===== src/rtl/nrisc_mem_responder.sv =====
// Shared single-port RAM responder for the nRISC fetch and data ports.
// A three-state arbiter serialises accesses, each taking WAIT_CYCLES wait states plus a one-cycle ack.
module nrisc_mem_responder #(
    parameter int DATA_W      = 8,
    parameter int ADDR_W      = 8,
    parameter int DEPTH       = 256,
    parameter int WAIT_CYCLES = 1,
    parameter int STARVE_MAX  = 2
) (
    input  logic              clk,
    input  logic              reset,
    input  logic              if_req,
    input  logic [ADDR_W-1:0] if_addr,
    output logic [DATA_W-1:0] if_data,
    output logic              if_ack,
    input  logic              dm_rd,
    input  logic              dm_wr,
    input  logic [ADDR_W-1:0] dm_addr,
    input  logic [DATA_W-1:0] dm_wdata,
    output logic [DATA_W-1:0] dm_rdata,
    output logic              dm_ack,
    output logic              busy,
    output logic              err
);

    localparam int IDX_W = (DEPTH > 1) ? $clog2(DEPTH) : 1;
    localparam int SC_W  = $clog2(STARVE_MAX + 2);
    localparam logic [3:0]      WAIT_INIT  = 4'(WAIT_CYCLES);
    localparam logic [SC_W-1:0] STARVE_LIM = SC_W'(STARVE_MAX);

    typedef enum logic [1:0] {
        S_IDLE = 2'd0,
        S_WAIT = 2'd1,
        S_DONE = 2'd2
    } state_t;

    state_t              state_r;
    state_t              state_s;
    logic [3:0]          wait_cnt_r;
    logic [SC_W-1:0]     starve_r;
    logic                port_dm_r;
    logic                op_wr_r;
    logic [IDX_W-1:0]    addr_r;
    logic [DATA_W-1:0]   wdata_r;
    logic [DATA_W-1:0]   if_data_r;
    logic [DATA_W-1:0]   dm_rdata_r;
    logic                if_ack_r;
    logic                dm_ack_r;
    logic                busy_r;
    logic                err_r;
    logic [DATA_W-1:0]   ram_r [DEPTH];

    logic                grant_s;
    logic                grant_dm_s;
    logic                commit_s;
    logic                acc_dm_s;
    logic                acc_wr_s;
    logic [IDX_W-1:0]    acc_addr_s;
    logic [DATA_W-1:0]   acc_wdata_s;

    // Arbitration, next state, and the access performed on the edge entering DONE.
    // With zero wait states the grant and the RAM access share one edge, so IDLE forwards the live inputs.
    always_comb begin
        state_s     = state_r;
        grant_s     = 1'b0;
        grant_dm_s  = 1'b0;
        commit_s    = 1'b0;
        acc_dm_s    = port_dm_r;
        acc_wr_s    = op_wr_r;
        acc_addr_s  = addr_r;
        acc_wdata_s = wdata_r;
        case (state_r)
            S_IDLE: begin
                if ((dm_rd || dm_wr) && !(if_req && (starve_r == STARVE_LIM))) begin
                    grant_s    = 1'b1;
                    grant_dm_s = 1'b1;
                end else if (if_req) begin
                    grant_s    = 1'b1;
                    grant_dm_s = 1'b0;
                end else begin
                    grant_s    = 1'b0;
                    grant_dm_s = 1'b0;
                end
                if (grant_s) begin
                    acc_dm_s    = grant_dm_s;
                    acc_wr_s    = grant_dm_s & dm_wr;
                    acc_addr_s  = grant_dm_s ? dm_addr[IDX_W-1:0] : if_addr[IDX_W-1:0];
                    acc_wdata_s = dm_wdata;
                    if (WAIT_CYCLES == 0) begin
                        state_s  = S_DONE;
                        commit_s = 1'b1;
                    end else begin
                        state_s  = S_WAIT;
                        commit_s = 1'b0;
                    end
                end else begin
                    state_s = S_IDLE;
                end
            end
            S_WAIT: begin
                if (wait_cnt_r <= 4'd1) begin
                    state_s  = S_DONE;
                    commit_s = 1'b1;
                end else begin
                    state_s  = S_WAIT;
                end
            end
            S_DONE: state_s = S_IDLE;
            default: state_s = S_IDLE;
        endcase
    end

    // State, access latches, starvation tracking and registered outputs.
    always_ff @(posedge clk) begin
        if (reset) begin
            state_r    <= S_IDLE;
            wait_cnt_r <= 4'd0;
            starve_r   <= '0;
            port_dm_r  <= 1'b0;
            op_wr_r    <= 1'b0;
            addr_r     <= '0;
            wdata_r    <= '0;
            if_data_r  <= '0;
            dm_rdata_r <= '0;
            if_ack_r   <= 1'b0;
            dm_ack_r   <= 1'b0;
            busy_r     <= 1'b0;
            err_r      <= 1'b0;
        end else begin
            state_r  <= state_s;
            busy_r   <= (state_s != S_IDLE);
            if_ack_r <= commit_s & ~acc_dm_s;
            dm_ack_r <= commit_s & acc_dm_s;
            if (dm_rd && dm_wr) begin
                err_r <= 1'b1;
            end
            if (grant_s) begin
                port_dm_r  <= acc_dm_s;
                op_wr_r    <= acc_wr_s;
                addr_r     <= acc_addr_s;
                wdata_r    <= acc_wdata_s;
                wait_cnt_r <= WAIT_INIT;
                // A data grant only counts against the fetch port when a fetch is actually waiting.
                if (grant_dm_s && if_req) begin
                    starve_r <= (starve_r == STARVE_LIM) ? starve_r : starve_r + 1'b1;
                end else begin
                    starve_r <= '0;
                end
            end else if (state_r == S_WAIT) begin
                wait_cnt_r <= wait_cnt_r - 4'd1;
            end
            if (commit_s && !acc_wr_s) begin
                if (acc_dm_s) begin
                    dm_rdata_r <= ram_r[acc_addr_s];
                end else begin
                    if_data_r <= ram_r[acc_addr_s];
                end
            end
        end
    end

    // RAM write port; a reset on the commit edge drops the write.
    always_ff @(posedge clk) begin
        if (!reset && commit_s && acc_wr_s) begin
            ram_r[acc_addr_s] <= acc_wdata_s;
        end
    end

    assign if_data  = if_data_r;
    assign if_ack   = if_ack_r;
    assign dm_rdata = dm_rdata_r;
    assign dm_ack   = dm_ack_r;
    assign busy     = busy_r;
    assign err      = err_r;

endmodule

===== config.mk =====
export PLATFORM = sky130hd
export DESIGN_NAME = nrisc_mem_responder
export DESIGN_NICKNAME = d
export VERILOG_FILES = /design/src/rtl/nrisc_mem_responder.sv
export SDC_FILE = /design/constraint.sdc
export NUM_CORES = 2
export LEC_CHECK = 0
export ABC_AREA = 1
export CORE_ASPECT_RATIO = 1.1
export CORE_MARGIN = 5
export CORE_UTILIZATION = 40
export DETAILED_ROUTE_END_ITERATION = 8
export GPL_ROUTABILITY_DRIVEN = 1
export MAX_ROUTING_LAYER = met4
export PLACE_DENSITY = 0.59
export SLEW_MARGIN = 20
export SYNTH_ARGS = -nofsm -noshare
export SYNTH_HDL_FRONTEND = slang
export SYNTH_SLANG_ARGS = --single-unit

===== constraint.sdc =====
create_clock -name clk -period 4.81 [get_ports clk]
set_input_delay 0.481 -clock clk [delete_from_list [all_inputs] [get_ports clk]]
set_output_delay 0.481 -clock clk [all_outputs]
set_load 0.02 [all_outputs]

== Word level (Yosys, flattened, before mapping) ==
Memories as Yosys holds them, arrays and structs flattened.
Cells that the tools add are included.
Word-level totals
  flip-flop bits (word level): 46
  RAM bits: 2048
  input port bits: 29
  logic and storage cells: 70
  memories: 1
Operators by class
  add/sub/neg operators: 2
  order comparisons: 1
  eq/ne operators: 3
  muxes and demuxes: 27
  bitwise gates (word level): 4
  reductions and logical operators: 18
Memory list
  ram_r: words 256, width 8, rd ports 1, clocked after memory_dff 0, wr ports 1, RTL line 51  | logic [DATA_W-1:0] ram_r [DEPTH];
Operators by type and width (count)
  $mux 8: 5
  $mux 1: 18
  $logic_and 1x1->1: 7
  $mux 2: 3
  $reduce_and 2->1: 3
  $le 4x1->1 const B: 1
  $pmux 2 s2: 1
  $reduce_bool 2->1: 2
  $sub 4x1->4 const B: 1
  $and 1x1->1: 3
  $logic_not 1->1: 3
  $add 2x1->2 const B: 1
  $eq 2x1->1 const B: 1
  $eq 2x2->1 const B: 1
  $logic_not 2->1: 1
  $ne 2x2->1 const B: 1
  $reduce_or 2->1: 1
  $logic_or 1x1->1: 1
  $not 1->1: 1

== Longest topological paths before layout ==
  depth in word-level cells: 12
  depth in mapped cells: 24
  mapped depth without buffers: 21

== Worst setup path before layout ==
OpenSTA, ideal clock, no wires.
  path kind: input to register
  from: in dm_rd
  to: mem ram_r[0][0] (data pin)
  arrival time: 4.096 ns
  required time: 4.038 ns
  path slack: -0.058 ns
  stages on the path: 9
  buffers on the path: 2
  cell sequence: inv_2 nand2_2 nand2_1 nand2_4 buf_6 clkbuf_1 or2_2 o21ai_0 inv_1
Between the ends
  cells in the longest elaborated chain, start to end: 6
RTL lines
  start, declared: RTL line 16  | input logic dm_rd,
  $logic_or 1x1->1: RTL line 74  | if ((dm_rd || dm_wr) && !(if_req && (starve_r == STARVE_LIM))) begin
  $logic_and 1x1->1: RTL line 74
  $mux 1: RTL line 74
  $mux 1: RTL line 72  | case (state_r)
  $mux 8: RTL line 84  | if (grant_s) begin
  $mux 8: RTL line 72
  net acc_wdata_s[0]: RTL line 59  | logic [DATA_W-1:0] acc_wdata_s;
  end, declared: RTL line 51
The timed path passes the listed nets, and every way through them passes these cells. The select of a mux whose other input is x is not followed.

== Worst setup path after layout ==
  from: reg starve_r[0]
  to: reg dm_rdata_r[1] (netlist: dm_rdata[1]) (read register of ram_r)
Between the ends
  cells in the longest elaborated chain, start to end: 12
  elaborated cells on any way between the ends: 20
  classes of those cells: 1 x eq/ne; 11 x mux; 1 x bitwise; 6 x reduce/logical; 1 x memory
RTL lines
  start, declared: RTL line 40  | logic [SC_W-1:0] starve_r;
  start signal, assigned: RTL line 145  | starve_r <= (starve_r == STARVE_LIM) ? starve_r : starve_r + 1'b1;
  $eq 2x2->1 (*): RTL line 74
  $logic_and 1x1->1 (*): RTL line 74
  $logic_not 1->1 (*): RTL line 74
  $logic_and 1x1->1 (*): RTL line 74
  branches (longest 8 deep; another with $mem_v2 256x8)
  end, declared: RTL line 46  | logic [DATA_W-1:0] dm_rdata_r;
Mark *: on every way between the ends. The select of a mux whose other input is x is not followed.
A chain may end at the register's enable or synchronous reset.

==> summary.md <==
| Metric | Value |
|---|---|
| Status | completed |
| Reg2reg path depth | 25 |
| Number of iterations in the first detailed-routing pass | 6 |
| Antenna violations before repair | 7 |
| Setup violations, final | 0 |
| Avg Inst Size Synth | 10.0 um2 |
| Element type at the critical path end | flop |
| Total setup buffers inserted after CTS | 0 |
| # clock sinks | 2094 |
| Syn_nets | 8927 |
| Final ANT Viol Nets | 0 |
| Crit start category | flop |
| DRC Markers | 0 |
| Finished layout cell area | roughly 0.10 mm2 |
| Max-Cap Viols | 0 |
| RSZ-0062 raised after global routing | no |
| Starting DRT DRC Count | 6492 |
| Max clock buf depth | 3 |
| Mux contribution to synthesized area | 0% |
| # rows | 181 |
| Top cells by area, synth | edfxtp_1, nand2_1, nor2_1, buf_2, nand3_1 |
| Post-DP HPWL | 158000 um |
| Relative slew slack | 23.1% |
| Placement Cell Area | 0.0946 mm2 |
| Num CTS Buffers | 210 |
| Cells after Synth | 8895 |
| Synth cell count leaders | nand2_1, edfxtp_1, nor2_1 |
| Cell Area, Synth | 0.0891 mm2 |
| First-pass GRT wire length | 387000 um |
| Synth Area in Adders | less than 1% |
| Nets | 9073 |
| P per Cell Area | 484 mW/mm2 |
| Asr flop ratio synth | 0% |
| # IOs | between 40 and 50 |
| Post-synthesis xor/xnor area fraction | less than 1% |
| Vias | 61862 |
| Compound-gate portion of the synthesized area | less than 1% |
| Die width | 460 um |
| Placed instance count | 11757 |
| Final Wtd Congestion | 0.913 |
| Post-CTS sizing | 0 |
| Simple logic cell fraction of the synthesized area | about a quarter |
| Worst Setup Path Type | reg -> reg |
| Flops & latches, synth | 2094 |
| Max Clock Freq | 0.232 GHz |
| CP required | between 5 and 6 ns |
| Layout cells sized above 1 | 7.82% |
| Post-CTS Hold Fix Bufs | 0 |
| Final Cycle Share | 89.6% |
| Hold path cells | 3 |
| Post-synth EDFFs | 2048 |
| Core area | 0.221 mm2 |
| CTS clock-pin slew for the worst setup and hold paths | 0.06 ns |
| WL/cell | around 21 um |
| CTS root buffer | clkbuf_16 |
| Die area | 0.232 mm2 |
| CP max FO | 31 |
| Layout area overhead | 13.6% |
| Final Power | 0.0490 W |
| Primary FF master, synth | edfxtp_1 |
| Layout Utilization | 45.7% |
| Largest family of logic cells by synthesized area | simple AND/OR/NAND/NOR gates |
| GRT Total Usage | 22.6% |
| Leading area contributor after synthesis | edfxtp_1 |
| Clk_lat worst skew | between 0.8 and 0.9 ns |
| Vias in the first global route | 59224 |
| Max VDD drop | 0.354 mV |
| Routed WL | 261000 um |
| GRT Residual Overflow | 0 |
| Most common cell in the netlist | nand2_1 |
| Yosys warnings | 0 |
| Die height | 505 um |
| Initial Util | around two fifths |
| Worst Path Arrival | 5.03 ns |
| H-tree depth | 4 |
| Fin crit period | approximately 4.3 ns |
| Largest net degree at the start of global routing | 196 |
| Clk_skew | 0.0337 ns |
| Final non-filler cell total | roughly 12000 |
| Seq/Total Area, Yosys | 70.1% |
| Final Slew Violations | 0 |
| Worst Tran Pin Value | 1.15 ns |
| Via density | 5.09 |
| Hold Vio Cnt, Final | 0 |
| Leak | 41.3 nW |
| CTS tree | yes |
| Hold crit path type | in -> reg |
| Library cells used by synthesis | 29 |
| Share of the synthesized area in the top cell type | 69.0% |
| # port buffers | 48 |
[placed cells by master (no fill, tap or decap), types with 6 or more instances in the layout]
cell type        count
nand2_2             10
edfxtp_1          2048
buf_4              308
inv_1               46
clkinv_2            45
clkinv_1            64
or2_2                9
clkbuf_16          213
nand2_1           5232
bufinv_16           14
clkbuf_8             6
nor2_1             643
nand3_1            280
clkinvlp_4          10
buf_12              63
clkdlybuf4s50_1     48
dfxtp_1             46
o21ai_0             27
diode_2              6
nor2_4               6
inv_6                6
a21oi_1             21
clkbuf_1            31
[final timing paths]
path         slack [ns]                        to                startpoint
max                0.50  dm_rdata[1]$_SDFFE_PP0P_  starve_r[0]$_SDFFE_PP0P_
min                0.36          err$_SDFFE_PP0P_                     dm_rd
max reg2reg        0.50  dm_rdata[1]$_SDFFE_PP0P_  starve_r[0]$_SDFFE_PP0P_
min reg2reg        0.48          err$_SDFFE_PP0P_          err$_SDFFE_PP0P_
[logic make-up (layout without fill, tap and decap cells)]
| group | Yosys count | after routing |
|---|---|---|
| flops | 2094 | 2094 |
| other cells | 0 | 6 |
| compound gates | 60 | 60 |
| xor+xnor | 2 | 2 |
| fa+ha+maj | 3 | 3 |
| buf+inv | 544 | 868 |
| simple gates | 6192 | 6192 |
[power by group]
part | total, W | switching [W] | internal, W
sequential | 0.0213 | 0.0000414 | 0.0212
clock | 0.0159 | 0.00697 | 0.00891
combinational | 0.0118 | 0.00903 | 0.00281
[worst max-delay path, cell delays in order (launching register included)]
cell and delay (ns):
dfxtp_1 0.33, inv_1 0.06, ha_1 0.17, nand2_2 0.09, o21ai_2 0.14, buf_4 0.20, nand2_1 0.06, nand3_2 0.17
nand2_8 0.30, buf_12 0.29, buf_4 0.21, buf_4 0.22, nand2_1 0.08, nand2_1 0.05, nand2_1 0.05, nand2_1 0.07
nand2_1 0.06, nand2_1 0.04, nor2_1 0.10, nor2_1 0.09, nor2_1 0.50, nand2_1 0.31, nand2_1 0.18, nand2_1 0.07
nor2_1 0.17, a21oi_1 0.12
[through the flow]
| stage | hold slack (ns) | setup TNS, ns | setup slack [ns] |
|---|---|---|---|
| finish | 0.359 | 0 | 0.502 |
| CTS | 0.296 | 0 | 0.622 |
| global route | 0.343 | 0 | 0.394 |
| detailed placement | 0.462 | 0 | 0.179 |
| floorplan | 0.422 | -44.66 | -0.0582 |
| global placement | 0.443 | 0 | 0.177 |
[state kept, by name, indices dropped and copies added, names as in the netlist]
name and count:
addr_r 8, busy 1, dm_ack 1, dm_rdata 8, err 1, if_ack 1
if_data 8, op_wr_r 1, port_dm_r 1, ram_r 2048, starve_r 2, state_r 2
wait_cnt_r 4, wdata_r 8
[cell type report]
cell class,instances,area (um2)
fill,20299,120000
multi-input combinational,6257,24200
antenna,6,15.0
timing repair buffer,419,4050
inverter,59,270
sequential,2094,62400
tap,2928,3660
clock buffer,250,5530
clock inverter,140,1070
[per-layer routing]
metal	track usage [%]	vias up	wire (um)
li1	-	29193	-
met1	30.1	29917	109000
met2	35.6	2320	123000
met3	3.68	432	19000
met4	7.69	0	9110
met5	-	-	0
No activity file was read; power rests on OpenSTA's default activity.
